### config.mk
export PLATFORM = sky130hd
export DESIGN_NAME = hazard_scoreboard
export DESIGN_NICKNAME = d
export VERILOG_FILES = /design/src/rtl/hazard_scoreboard.sv
export SDC_FILE = /design/constraint.sdc
export NUM_CORES = 1
export LEC_CHECK = 0
export ABC_CLOCK_PERIOD_IN_PS = 16580
export CAP_MARGIN = 5
export CORE_MARGIN = 8
export CORE_UTILIZATION = 55
export CTS_BUF_LIST = sky130_fd_sc_hd__clkbuf_4 sky130_fd_sc_hd__clkbuf_8
export DETAILED_ROUTE_END_ITERATION = 12
export GPL_ROUTABILITY_DRIVEN = 0
export PLACE_DENSITY = 0.76
export SLEW_MARGIN = 20
export SYNTH_ARGS = -nofsm -noshare
export SYNTH_HDL_FRONTEND = slang
export SYNTH_SLANG_ARGS = --single-unit
### constraint.sdc
create_clock -name clk -period 16.58 [get_ports clk]
set_input_delay 3.316 -clock clk [delete_from_list [all_inputs] [get_ports clk]]
set_output_delay 3.316 -clock clk [all_outputs]
set_load 0.02 [all_outputs]
### src/rtl/hazard_scoreboard.sv
// hazard_scoreboard
//   Register hazard scoreboard for an in-order issue stage. Each architectural
//   register has a small countdown that holds the number of cycles until its
//   pending write-back lands. The issue stage is stalled for RAW hazards the
//   bypass network cannot cover, and for WAW hazards that would let a younger
//   write complete before an older one.
//
// Ports
//   clk           rising-edge clock
//   rst           asynchronous, active-low reset
//   issue_valid   instruction present in the issue register
//   src0/src1     source register indices, qualified by src0_used/src1_used
//   dst           destination register index, qualified by dst_valid
//   issue_lat     cycles until dst is written back (clamped to MAX_LAT)
//   squash_valid  cancel the pending write to squash_dst
//   stall         issue must hold this cycle
//   busy          bit r set while register r has a pending write
//   stall_cycles  saturating count of stalled cycles

module hazard_scoreboard #(
  parameter int NUM_REGS  = 32,
  parameter int ADDR_W    = 5,
  parameter int MAX_LAT   = 4,
  parameter int LAT_W     = 3,
  parameter int FWD_LEVEL = 1,
  parameter int R0_ZERO   = 1
) (
  input  logic                clk,
  input  logic                rst,
  input  logic                issue_valid,
  input  logic [ADDR_W-1:0]   src0,
  input  logic [ADDR_W-1:0]   src1,
  input  logic                src0_used,
  input  logic                src1_used,
  input  logic [ADDR_W-1:0]   dst,
  input  logic                dst_valid,
  input  logic [LAT_W-1:0]    issue_lat,
  input  logic                squash_valid,
  input  logic [ADDR_W-1:0]   squash_dst,
  output logic                stall,
  output logic [NUM_REGS-1:0] busy,
  output logic [31:0]         stall_cycles
);

  // Lowest register index that is tracked; r0 is skipped when hardwired.
  localparam int FIRST = (R0_ZERO != 0) ? 1 : 0;

  logic [LAT_W-1:0] cnt_q [NUM_REGS];
  logic [LAT_W-1:0] cnt_d [NUM_REGS];
  logic [31:0]      stall_cycles_q, stall_cycles_d;

  logic [LAT_W-1:0] cnt_src0, cnt_src1, cnt_dst;
  logic [LAT_W-1:0] eff_lat;
  logic             dst_write;
  logic             raw0, raw1, waw;
  logic             accept;

  // Look up the countdowns of the addressed registers. Indices that are not
  // tracked (r0 when hardwired, or beyond NUM_REGS) read as zero, so they can
  // never cause a stall.
  always_comb begin
    cnt_src0 = '0;
    cnt_src1 = '0;
    cnt_dst  = '0;
    for (int r = FIRST; r < NUM_REGS; r++) begin
      if (src0 == ADDR_W'(r)) cnt_src0 = cnt_q[r];
      if (src1 == ADDR_W'(r)) cnt_src1 = cnt_q[r];
      if (dst  == ADDR_W'(r)) cnt_dst  = cnt_q[r];
    end
  end

  // Hazard detection. A zero latency write is treated as no write at all,
  // so it neither creates a WAW hazard nor updates the scoreboard.
  always_comb begin
    eff_lat   = (int'(issue_lat) > MAX_LAT) ? LAT_W'(MAX_LAT) : issue_lat;
    dst_write = dst_valid && (eff_lat != '0);
    raw0      = src0_used && (int'(cnt_src0) > FWD_LEVEL);
    raw1      = src1_used && (int'(cnt_src1) > FWD_LEVEL);
    waw       = dst_write && (cnt_dst > eff_lat);
    stall     = issue_valid && (raw0 || raw1 || waw);
    accept    = issue_valid && !stall;
  end

  // Next countdown values: decrement, then squash, then an accepted issue,
  // so an issue to the same register as a squash wins.
  always_comb begin
    for (int r = 0; r < NUM_REGS; r++) begin
      cnt_d[r] = (cnt_q[r] != '0) ? (cnt_q[r] - LAT_W'(1)) : '0;
      if (squash_valid && (squash_dst == ADDR_W'(r))) begin
        cnt_d[r] = '0;
      end
      if (r >= FIRST && accept && dst_write && (dst == ADDR_W'(r))) begin
        cnt_d[r] = eff_lat;
      end
    end
  end

  // Saturating stall counter.
  always_comb begin
    stall_cycles_d = stall_cycles_q;
    if (stall && (stall_cycles_q != 32'hFFFF_FFFF)) begin
      stall_cycles_d = stall_cycles_q + 32'd1;
    end
  end

  always_ff @(posedge clk or negedge rst) begin
    if (!rst) begin
      for (int r = 0; r < NUM_REGS; r++) begin
        cnt_q[r] <= '0;
      end
      stall_cycles_q <= '0;
    end else begin
      for (int r = 0; r < NUM_REGS; r++) begin
        cnt_q[r] <= cnt_d[r];
      end
      stall_cycles_q <= stall_cycles_d;
    end
  end

  always_comb begin
    busy = '0;
    for (int r = 0; r < NUM_REGS; r++) begin
      busy[r] = (cnt_q[r] != '0);
    end
  end

  assign stall_cycles = stall_cycles_q;

endmodule

Word-level counts from Yosys, hierarchy flattened
Cells that the tools add are included.
{ "op_classes": {"n_eq_ne": 125, "order_cmp": 4, "reduce_logical": 108, "muxes": 189, "n_addsub": 33} }
{ "op_table": {"columns": ["cell", "n"], "rows": [
  ["$mux 3", 189],
  ["$eq 5x5->1 const B", 64],
  ["$eq 5x4->1 const B", 32],
  ["$reduce_bool 3->1", 33],
  ["$sub 3x1->3 const B", 32],
  ["$eq 5x3->1 const B", 16],
  ["$logic_and 1x1->1", 71],
  ["$eq 5x2->1 const B", 8],
  ["$add 32x1->32 const B", 1],
  ["$ne 32x32->1 const B", 1],
  ["$eq 5x1->1 const B", 4],
  ["$gt 3x1->1 const B", 2],
  ["$logic_not 5->1", 1],
  ["$gt 3x3->1", 1],
  ["$gt 3x3->1 const B", 1],
  ["$logic_or 1x1->1", 2],
  ["$logic_not 1->1", 1]
]} }
{ "totals": {"reg_bits": 128, "in_bits": 30, "out_inout_bits": 65, "word_cells": 492} }

Depth between registers and ports, before layout
Gate-level depths: netlist of run 1.
{ "logic_depth": {"depth_word": 42, "mapped_depth": 22, "depth_no_buf": 17} }

Worst setup path after synthesis of run 1
Ideal clock, no wire load.
{ "synth_path": {"path_kind": "input-to-output", "from": "input port dst[0]", "to": "output port stall", "path_buffers": 6, "slack_ps": 6472, "required_ps": 13264, "arrival_ps": 6792, "cell_stages": 17, "path_cell_list": "clkbuf_1 clkbuf_1 nand2b_1 buf_1 o21ai_0 a21oi_1 nor2_1 a21oi_1 ha_1 a21o_1 a21oi_1 o21ai_0 or3_4 buf_8 buf_6 buf_2 and2_1"} }
{ "synth_between": {"elab_chain_cells": 36, "word_cells_on_any_way": 66, "cone_classes": "order compare: 1; eq/ne: 31; mux: 31; reduce/logical: 3"} }
{ "synth_rtl": {"columns": ["item", "line_no", "text"], "rows": [
  ["from (decl)", "35", "input logic [ADDR_W-1:0] dst,"],
  ["$eq 5x1->1", "68", "if (dst == ADDR_W'(r)) cnt_dst = cnt_q[r];"],
  ["$mux 3 (30 in series)", "68", null],
  ["$mux 3 *", "68", null],
  ["$gt 3x3->1 *", "79", "waw = dst_write && (cnt_dst > eff_lat);"],
  ["$logic_and 1x1->1 *", "79", null],
  ["$logic_or 1x1->1 *", "80", "stall = issue_valid && (raw0 || raw1 || waw);"],
  ["$logic_and 1x1->1 *", "80", null],
  ["to (decl)", "40", "output logic stall,"]
]} }
Mark *: on every way between the ends. The rest lies on a longest branch, timed or not.

Final worst setup path of run 1
{ "layout_path": {"from": "input port dst[1]", "to": "output port stall"} }
The elaborated chain is that of the path after synthesis.

==> metrics.txt, run 1 <==
Initial Utilization=a little under three fifths; routed vias=about 10,000; CTS resizes=0; CTS tree=built; fin crit period=11,710 ps; sink count of the clock tree=roughly 130; P&R area growth vs syn=12.0%; die height=159 µm; initial antenna violation count=2; ant diodes=0; CTS root buffer=clkbuf_8; Synth warnings=0; Slew @ Worst Pin=between 1000 and 1500 ps; core region area=~20,000 µm²; final WL=~34 mm; GRT met2 Usage=between 40% and 50%; global-route wire length before repair=~53 mm; Antenna Nets Post-Route=0; GRT Max-Usage Layer=met2; Slew headroom=approximately 29%; io pins=95; M3 GR Usage=6.65%; grt ovf=0; mux share of post-synthesis cell area=12.5%; setup bufs post-CTS=0; Crit. End Element=output port; Clock Tree Buf Depth=2; largest family of logic cells by synthesized area=simple AND/OR/NAND/NOR gates; Fmax achieved=85.4 MHz; power per cell area=a little over 80 nW/µm²; Worst-Skew Late Latency=around 460 ps; Critical Path, Cell by Cell=clkdlybuf4s50_1 -> buf_4 -> nand2_1 -> o32ai_1 -> o31ai_1 -> o21ai_0 -> a21oi_1 -> o21ai_0 -> a22oi_1 -> o221ai_1 -> a21oi_1 -> ha_1 -> a21o_1 -> a21oi_1 -> o21ai_0 -> or3_4 -> and2_1 -> clkdlybuf4s50_1; RSZ-0062 raised after global routing=false; Final Skew=roughly 16 ps; CP peak stage delay=between 600 and 700 ps; startpoint types=input pin; crit share post-route=a little over two thirds; Post-Synth Adder-Cell Area=~7.4%; vias per cell=6.32; maximum vdd drop=0.0000733 V; max cap viols=0; prevailing post-synth register cell=dfrtp_1; drt initial violations=about 1,100; distinct cell type count after synthesis=just under 90; Worst Path Max Fanout=46; post-detail-place hpwl=around 25 mm; xor and xnor area share after synthesis=2.35%; Initial DRT Pass Iterations=6; Slew Limit Fails=0; H-tree Lvls=4; vias in the first global route=9,716; commonest non-fill, non-tap cell in the layout=dfrtp_1; Fin Setup TNS=0 ps; Die Area=25,100 µm²; Buf/Inv on CP=3; sequential cell area fraction in the yosys report=between 20% and 30%; Total Routing Usage GR=roughly 27%; area of the mapped netlist=between 10,000 and 15,000 µm²; Post-Syn Nets=around 1,400; Async SR Flop Fraction=100%; gate count after technology mapping=roughly 1,300; Post-CTS Hold Fix Bufs=0; Seq cells post-synth=128; hold crit path type=reg2reg; Die Width=about 160 µm; largest net degree at the start of global routing=81; clock transition at the registers of the reported paths=about 80 ps; EDFF count, synth=0; kind of cell adding the most delay to the critical path=compound AO/OA/AOI/OAI gates; commonest cells after routing, fill and taps aside=dfrtp_1 (128), nor2_1 (111), inv_1 (105); compound-gate portion of the synthesized area=15.8%; Global Route met1 Usage=37.6%; status=completed; port buffer count=94; crit path kind=in2out; worst endpoint data arrival time=about 8400 ps; CTS Buf Count=17; Nets=roughly 1,400; Mean Syn Cell Area=~8.7 µm²; Hold Violations, Final=0; Worst Hold Slack=around 480 ps; site row count=between 50 and 60; Post-Synth Simple-Gate Area=25.7%; WP data required=roughly 13,000 ps; cell leakage power=between 5 and 6 nW; DR WL/cell=between 20 and 25 µm; critical path's slowest cell=nand2_1; share of cells above drive strength 1=a little under a tenth; DR DRC count=0; # setup viols final=0
## where the power goes
part	switching (mW)	internal (mW)	total [mW]
Sequential	0.0433	0.342	0.386
Combinational	0.212	0.143	0.355
Clock	0.152	0.141	0.293
Total	0.407	0.627	1.03
## area by class of cell
cell class	count	area, µm²
Clock inverter	15	190
Fill cell	1680	7590
Clock buffer	17	234
Multi-Input combinational cell	965	7120
Sequential cell	128	3200
Inverter	109	409
Timing Repair Buffer	105	1010
Tap cell	270	338
## sequential cells by signal (all words and copies together), names as in the netlist
register	flops
cnt_q	96
stall_cycles	32
## layer usage
layer	up-vias	share of wire, %
met3	74	11
li1	4672	-
met5	-	0.074
met4	4	2.1
met1	4893	43
met2	524	44
## through the flow
stage | util (%) | instance area, µm² | setup slack [ps] | instances | total power, mW
floorplan | - | 11200 | 6470 | 1285 | 0.614
global placement | 60.1 | 12100 | 5050 | 1577 | 0.736
detailed placement | 60.1 | 12100 | 4950 | 1577 | 0.742
CTS | 62.2 | 12500 | 4950 | 1609 | 1.03
global route | 62.2 | 12500 | 4630 | 1609 | 1.08
finish | 62.2 | 12500 | 4870 | 1609 | 1.03
## Yosys cell counts (9+ instances only)
| library cell | instances | area, µm² |
|---|---|---|
| a21oi_1 | 80 | 400 |
| a22oi_1 | 10 | 75.1 |
| a31oi_1 | 9 | 56.3 |
| and3_1 | 19 | 119 |
| buf_1 | 13 | 48.8 |
| buf_2 | 14 | 70.1 |
| clkbuf_1 | 38 | 143 |
| dfrtp_1 | 128 | 3200 |
| ha_1 | 66 | 826 |
| inv_1 | 105 | 394 |
| mux2_1 | 38 | 428 |
| mux2_2 | 10 | 113 |
| mux2_4 | 17 | 255 |
| mux2i_1 | 55 | 551 |
| nand2_1 | 104 | 390 |
| nand2b_1 | 15 | 93.8 |
| nand3_1 | 25 | 125 |
| nand4_1 | 24 | 150 |
| nor2_1 | 111 | 417 |
| nor2b_1 | 19 | 119 |
| nor3_1 | 42 | 210 |
| nor3b_1 | 9 | 67.6 |
| nor4_4 | 29 | 617 |
| o211ai_1 | 13 | 97.6 |
| o21ai_0 | 78 | 390 |
| o22ai_1 | 11 | 68.8 |
| xnor2_1 | 27 | 236 |
## final timing paths
path	to	startpoint	cells past startpoint	slack, ps
worst max-delay path	stall	dst[1]	18	4870
worst min-delay path	cnt_q[93]	cnt_q[93]	1	480
worst max register to register	cnt_q[91]	cnt_q[88]	16	11920
worst min register to register	cnt_q[93]	cnt_q[93]	1	480
max in group asynchronous	cnt_q[16]	rst	2	12500
min in group asynchronous	cnt_q[95]	rst	1	2880
## cells by family (layout without fill, tap and decap cells)
| logic type | after synthesis | count (layout) |
|---|---|---|
| buffers and inverters | 192 | 246 |
| adder cells (fa/ha/maj) | 66 | 66 |
| AND/OR/NAND/NOR | 467 | 467 |
| flip-flops | 128 | 128 |
| multiplexers | 122 | 122 |
| XOR/XNOR | 30 | 30 |
| AO/OA/AOI/OAI | 280 | 280 |
No activity file was read; power rests on OpenSTA's default activity.
==> run 2: changes to the inputs <==
ABC_CLOCK_PERIOD_IN_PS = 11500   (was 16580)
clock period = 11.5 ns   (was 16.58 ns; I/O delays follow)
==> metrics.txt, run 2 (same netlist as run 1, synthesis figures left out) <==
sink count of the clock tree=128 (unchanged); fillcell total=1,667 (-0.77%); worst endpoint data arrival time=6900 ps (-1490 ps); # setup viols final=0 (unchanged); crit share post-route=80.0%; Slew headroom=27.7% (-1.1 points); Crit. End Element=output port; Hold EP=cnt_q[93]; Largest register FFs=96 (unchanged); sw frac=38.7% (-0.68 points); WP data required=9200 ps (-4060 ps); crit path kind=in2out; largest net degree at the start of global routing=68 (-16%); share of cells above drive strength 1=9.63% (+0.067 points); io pins=95 (unchanged); initial antenna violation count=0 (-2); Hold Violations, Final=0 (unchanged); H-tree Lvls=4 (unchanged); Initial Utilization=55.6% (unchanged); Post-Layout Inst Area=12,500 µm² (+0.22%); Layout Cells excl Fill=1,610 (+0.062%); largest reg by FF count=cnt_q; Switch Pwr=0.583 mW (+43%); maximum vdd drop=0.0000982 V (+34%); Clk pwr share=28.7% (+0.3 points); CTS resizes=0 (unchanged); DR WL/cell=21.3 µm (+0.94%); commonest cells after routing, fill and taps aside=dfrtp_1 (128), nor2_1 (111), inv_1 (105); Fin Setup TNS=0 ps (unchanged); beginning of the worst register-to-register path=cnt_q[85]; R2R depth=17 (+1); post-layout util=62.4% (+0.14 points); Hold Crit Start=cnt_q[93]; Total Routing Usage GR=27.9% (+0.70 points); cell leakage power=5.56 nW (+0.13%); CTS Buf Count=17 (unchanged); Int Pwr=0.925 mW (+48%); global-route wire length before repair=54.4 mm (+2.1%); commonest non-fill, non-tap cell in the layout=dfrtp_1; vias per cell=6.39 (+1.0%); port buffer count=94 (unchanged); Die Area=25,100 µm² (unchanged); setup bufs post-CTS=0 (unchanged); reg-to-reg endpoint=cnt_q[1]; final WL=34.3 mm (+1.0%); site row count=52 (unchanged); drt initial violations=1,087 (-3.7%); startpoint types=input pin; total power=1.51 mW (+46%); flop2flop setup slack=7070 ps (-4850 ps); Worst Hold Slack=480 ps (+0.00500 ps); CTS root buffer=clkbuf_8; core region area=20,100 µm² (unchanged); Fmax achieved=about 110 MHz; routed vias=10,300 (+1.1%); Placement Cell Area=12,100 µm² (about the same); vias in the first global route=9,740 (+0.25%); DR DRC count=0 (unchanged); dpl ws=2360 ps (-2590 ps); fin crit period=roughly 9200 ps; hold crit path type=reg2reg; Worst-Skew Late Latency=470 ps (about the same); Final Skew=19.7 ps (+4.11 ps); P&R area growth vs syn=12.2%; status=completed; RSZ-0062 raised after global routing=false; Worst Path Max Fanout=24 (-48%); Post-CTS Hold Fix Bufs=0 (unchanged); Slew @ Worst Pin=1080 ps (+17.0 ps); die height=159 µm (unchanged); power per cell area=120 nW/µm² (+46%); clock transition at the registers of the reported paths=80 ps (about the same); Comb power frac=34.3% (about the same); grt ovf=0 (unchanged); CTS tree=built; sequential power share=37.0% (-0.3 points); Antenna Nets Post-Route=0 (unchanged); ant diodes=0 (unchanged); Clock Tree Buf Depth=2 (unchanged); Slew Limit Fails=0 (unchanged); max cap viols=0 (unchanged); Setup WS post-layout=2300 ps (-2570 ps); Nets=1,423 (+0.070%); Inst Count DP=1,577 (unchanged); Initial DRT Pass Iterations=8 (+2); post-detail-place hpwl=24.8 mm (+0.30%); Die Width=159 µm (unchanged); hold path cells=1 (unchanged)
run 2: critical path, cell delays in order:
cell	delay [ps]
clkdlybuf4s50_1	950
nor3b_1	580
o211ai_1	200
o31ai_1	120
o21ai_0	130
a21oi_1	210
o21ai_0	100
a22oi_1	190
o221ai_1	140
a21oi_1	190
ha_1	270
a21o_1	160
a21oi_1	130
o21ai_0	90
or3_4	380
and2_1	160
clkdlybuf4s50_1	590
run 2: how the worst max path moves through the flow:
stage,startpoint,endpoint
after floorplan,dst[0],stall
after global placement,dst[2],stall
after detailed placement,dst[2],stall
after CTS,dst[2],stall
after global routing,dst[2],stall
final,dst[2],stall
run 2: final cells by class:
type | count | area (µm²) | area share [%]
clock buffer | 17 | 234 | 1.87
clock inverter | 15 | 196 | 1.57
inverter | 109 | 409 | 3.26
multi-input combinational | 965 | 7130 | 56.8
sequential | 128 | 3200 | 25.5
tap | 270 | 338 | 2.69
timing repair buffer | 106 | 1030 | 8.22
run 2: routing by layer:
metal / GRT usage, % / share of wire [%]
met4: 9.79 / 2.7
met1: 38.3 / 43
met2: 41.4 / 43
met3: 7.60 / 12
met5: 0 / 0
run 2: power by group through the flow:
stage	registers, mW	clock network (mW)	logic (mW)
finish	0.558	0.432	0.518
global route	0.564	0.458	0.566
CTS	0.555	0.438	0.514
detailed placement	0.563	0	0.510
global placement	0.562	0	0.501
floorplan	0.551	0	0.335
==> run 3: changes to the inputs <==
ABC_CLOCK_PERIOD_IN_PS = 9600   (was 11500)
clock period = 9.6 ns   (was 11.5 ns; I/O delays follow)
==> metrics.txt, run 3 (same netlist as run 1, synthesis figures left out) <==
cell mode on critical path=o21ai_0; Slew headroom=23.7% (-4.0 points); total power=1.77 mW (+17%); ant diodes=0 (unchanged); vias per cell=6.37 (-0.29%); Crit. End Element=output port; Antenna Nets Post-Route=0 (unchanged); Total Routing Usage GR=27.4% (-0.46 points); Die Width=159 µm (unchanged); Worst Path Max Fanout=24 (unchanged); die height=159 µm (unchanged); Global Route met1 Usage=38.9% (+0.60 points); largest reg by FF count=cnt_q; initial antenna violation count=1 (+1); flop2flop setup slack=5000 ps (-2070 ps); Clock Tree Buf Depth=2 (unchanged); Initial DRT Pass Iterations=6 (-2); Post-CTS Hold Fix Bufs=0 (unchanged); P&R area growth vs syn=12.0%; maximum vdd drop=0.000136 V (+39%); Fmax achieved=roughly 120 MHz; worst endpoint data arrival time=6570 ps (-330 ps); Die Area=25,100 µm² (unchanged); largest net degree at the start of global routing=68 (unchanged); commonest cells after routing, fill and taps aside=dfrtp_1 (128), nor2_1 (111), inv_1 (105); post-detail-place hpwl=24.8 mm (-0.36%); max cap viols=0 (unchanged); routed vias=10,300 (-0.17%); vias in the first global route=9,634 (-1.1%); drt initial violations=1,275 (+17%); CTS tree=built; GRT met2 Usage=40.6% (-0.80 points); Worst-Skew Late Latency=470 ps (about the same); Placement Cell Area=12,100 µm² (+0.14%); crit path kind=in2out; Hold Violations, Final=0 (unchanged); Post-Layout Inst Area=12,500 µm² (-0.21%); io pins=95 (unchanged); Final Skew=21.4 ps (+1.72 ps); CTS resizes=0 (unchanged); # setup viols final=0 (unchanged); crit share post-route=88.4%; status=completed; CTS Buf Count=17 (unchanged); commonest non-fill, non-tap cell in the layout=dfrtp_1; core region area=20,100 µm² (unchanged); global-route wire length before repair=53.5 mm (-1.6%); Largest register FFs=96 (unchanged); WP data required=7680 ps (-1520 ps); DR WL/cell=21.1 µm (-0.81%); Fin Setup TNS=0 ps (unchanged); GRT Max-Usage Layer=met2; fillcell total=1,739 (+4.3%); site row count=52 (unchanged); Initial Utilization=55.6% (unchanged); post-layout util=62.2% (-0.13 points); Worst Hold Slack=482 ps (+2.51 ps); power per cell area=142 nW/µm² (+18%); sink count of the clock tree=128 (unchanged); multi-input logic area=7120 µm² (about the same); Nets=1,425 (+0.14%); CTS root buffer=clkbuf_8; share of cells above drive strength 1=9.69% (+0.060 points); hold crit path type=reg2reg; setup bufs post-CTS=0 (unchanged); CP peak stage delay=990 ps (+40 ps); port buffer count=94 (unchanged); M3 GR Usage=6.70% (-0.90 points); critical path's slowest cell=clkdlybuf4s50_1; cell leakage power=5.55 nW (-0.15%); Slew Limit Fails=0 (unchanged); final WL=34.1 mm (-0.68%); grt ovf=0 (unchanged); DR DRC count=0 (unchanged); H-tree Lvls=4 (unchanged); RSZ-0062 raised after global routing=false; Critical Path, Cell by Cell=clkdlybuf4s50_1 -> nand3b_1 -> o21ai_0 -> o311a_1 -> o21ai_0 -> a22oi_1 -> o221ai_1 -> a21oi_1 -> ha_1 -> a21o_1 -> a21oi_1 -> o21ai_0 -> or3_4 -> and2_1 -> clkdlybuf4s50_1; fin crit period=around 8500 ps; register area=3200 µm² (unchanged); clock transition at the registers of the reported paths=90 ps (about the same); startpoint types=input pin; Slew @ Worst Pin=1140 ps (+56.0 ps)
==> run 3: path summary, 6_finish.rpt <==
check	cells after the start	endpoint	from
worst max-delay path	15	stall	dst[2]
worst min-delay path	1	cnt_q[93]	cnt_q[93]
worst max register to register	17	cnt_q[1]	cnt_q[88]
worst min register to register	1	cnt_q[93]	cnt_q[93]
max in group asynchronous	2	cnt_q[17]	rst
min in group asynchronous	1	cnt_q[93]	rst
==> run 3: final cells by class <==
class / instances / share of cell area, %
Sequential cell: 128 / 25.6
Timing Repair Buffer: 108 / 8.30
Tap cell: 270 / 2.70
Clock inverter: 15 / 1.34
Inverter: 109 / 3.27
Clock buffer: 17 / 1.87
Multi-Input combinational cell: 965 / 56.9
==> run 3: stage by stage <==
| stage | setup slack [ps] | std cells |
|---|---|---|
| after floorplan | 2280 | 1285 |
| after global placement | 1400 | 1580 |
| after detailed placement | 1260 | 1580 |
| after CTS | 1250 | 1612 |
| after global routing | 799 | 1612 |
| final | 1110 | 1612 |
==> run 3: metal layers <==
metal  part of all wire (%)  vias up
li1                       -     4657
met1                     43     4952
met2                     44      597
met3                     11       55
met4                    1.4        2
met5                  0.038        -
==> run 3: worst max-delay path, delay by kind of cell <==
family	cells	cell delay (ps)
buffers and inverters	2	1580
AOI/OAI and AO/OA	9	1530
and+or+nand+nor	3	1250
adders and majority gates	1	270
==> run 3: power breakdown <==
part / internal, mW / leakage [nW] / switching (mW)
registers: 0.592 / 1.77 / 0.0748
logic: 0.250 / 3.58 / 0.368
clock network: 0.218 / 0.199 / 0.268
total: 1.06 / 5.55 / 0.711
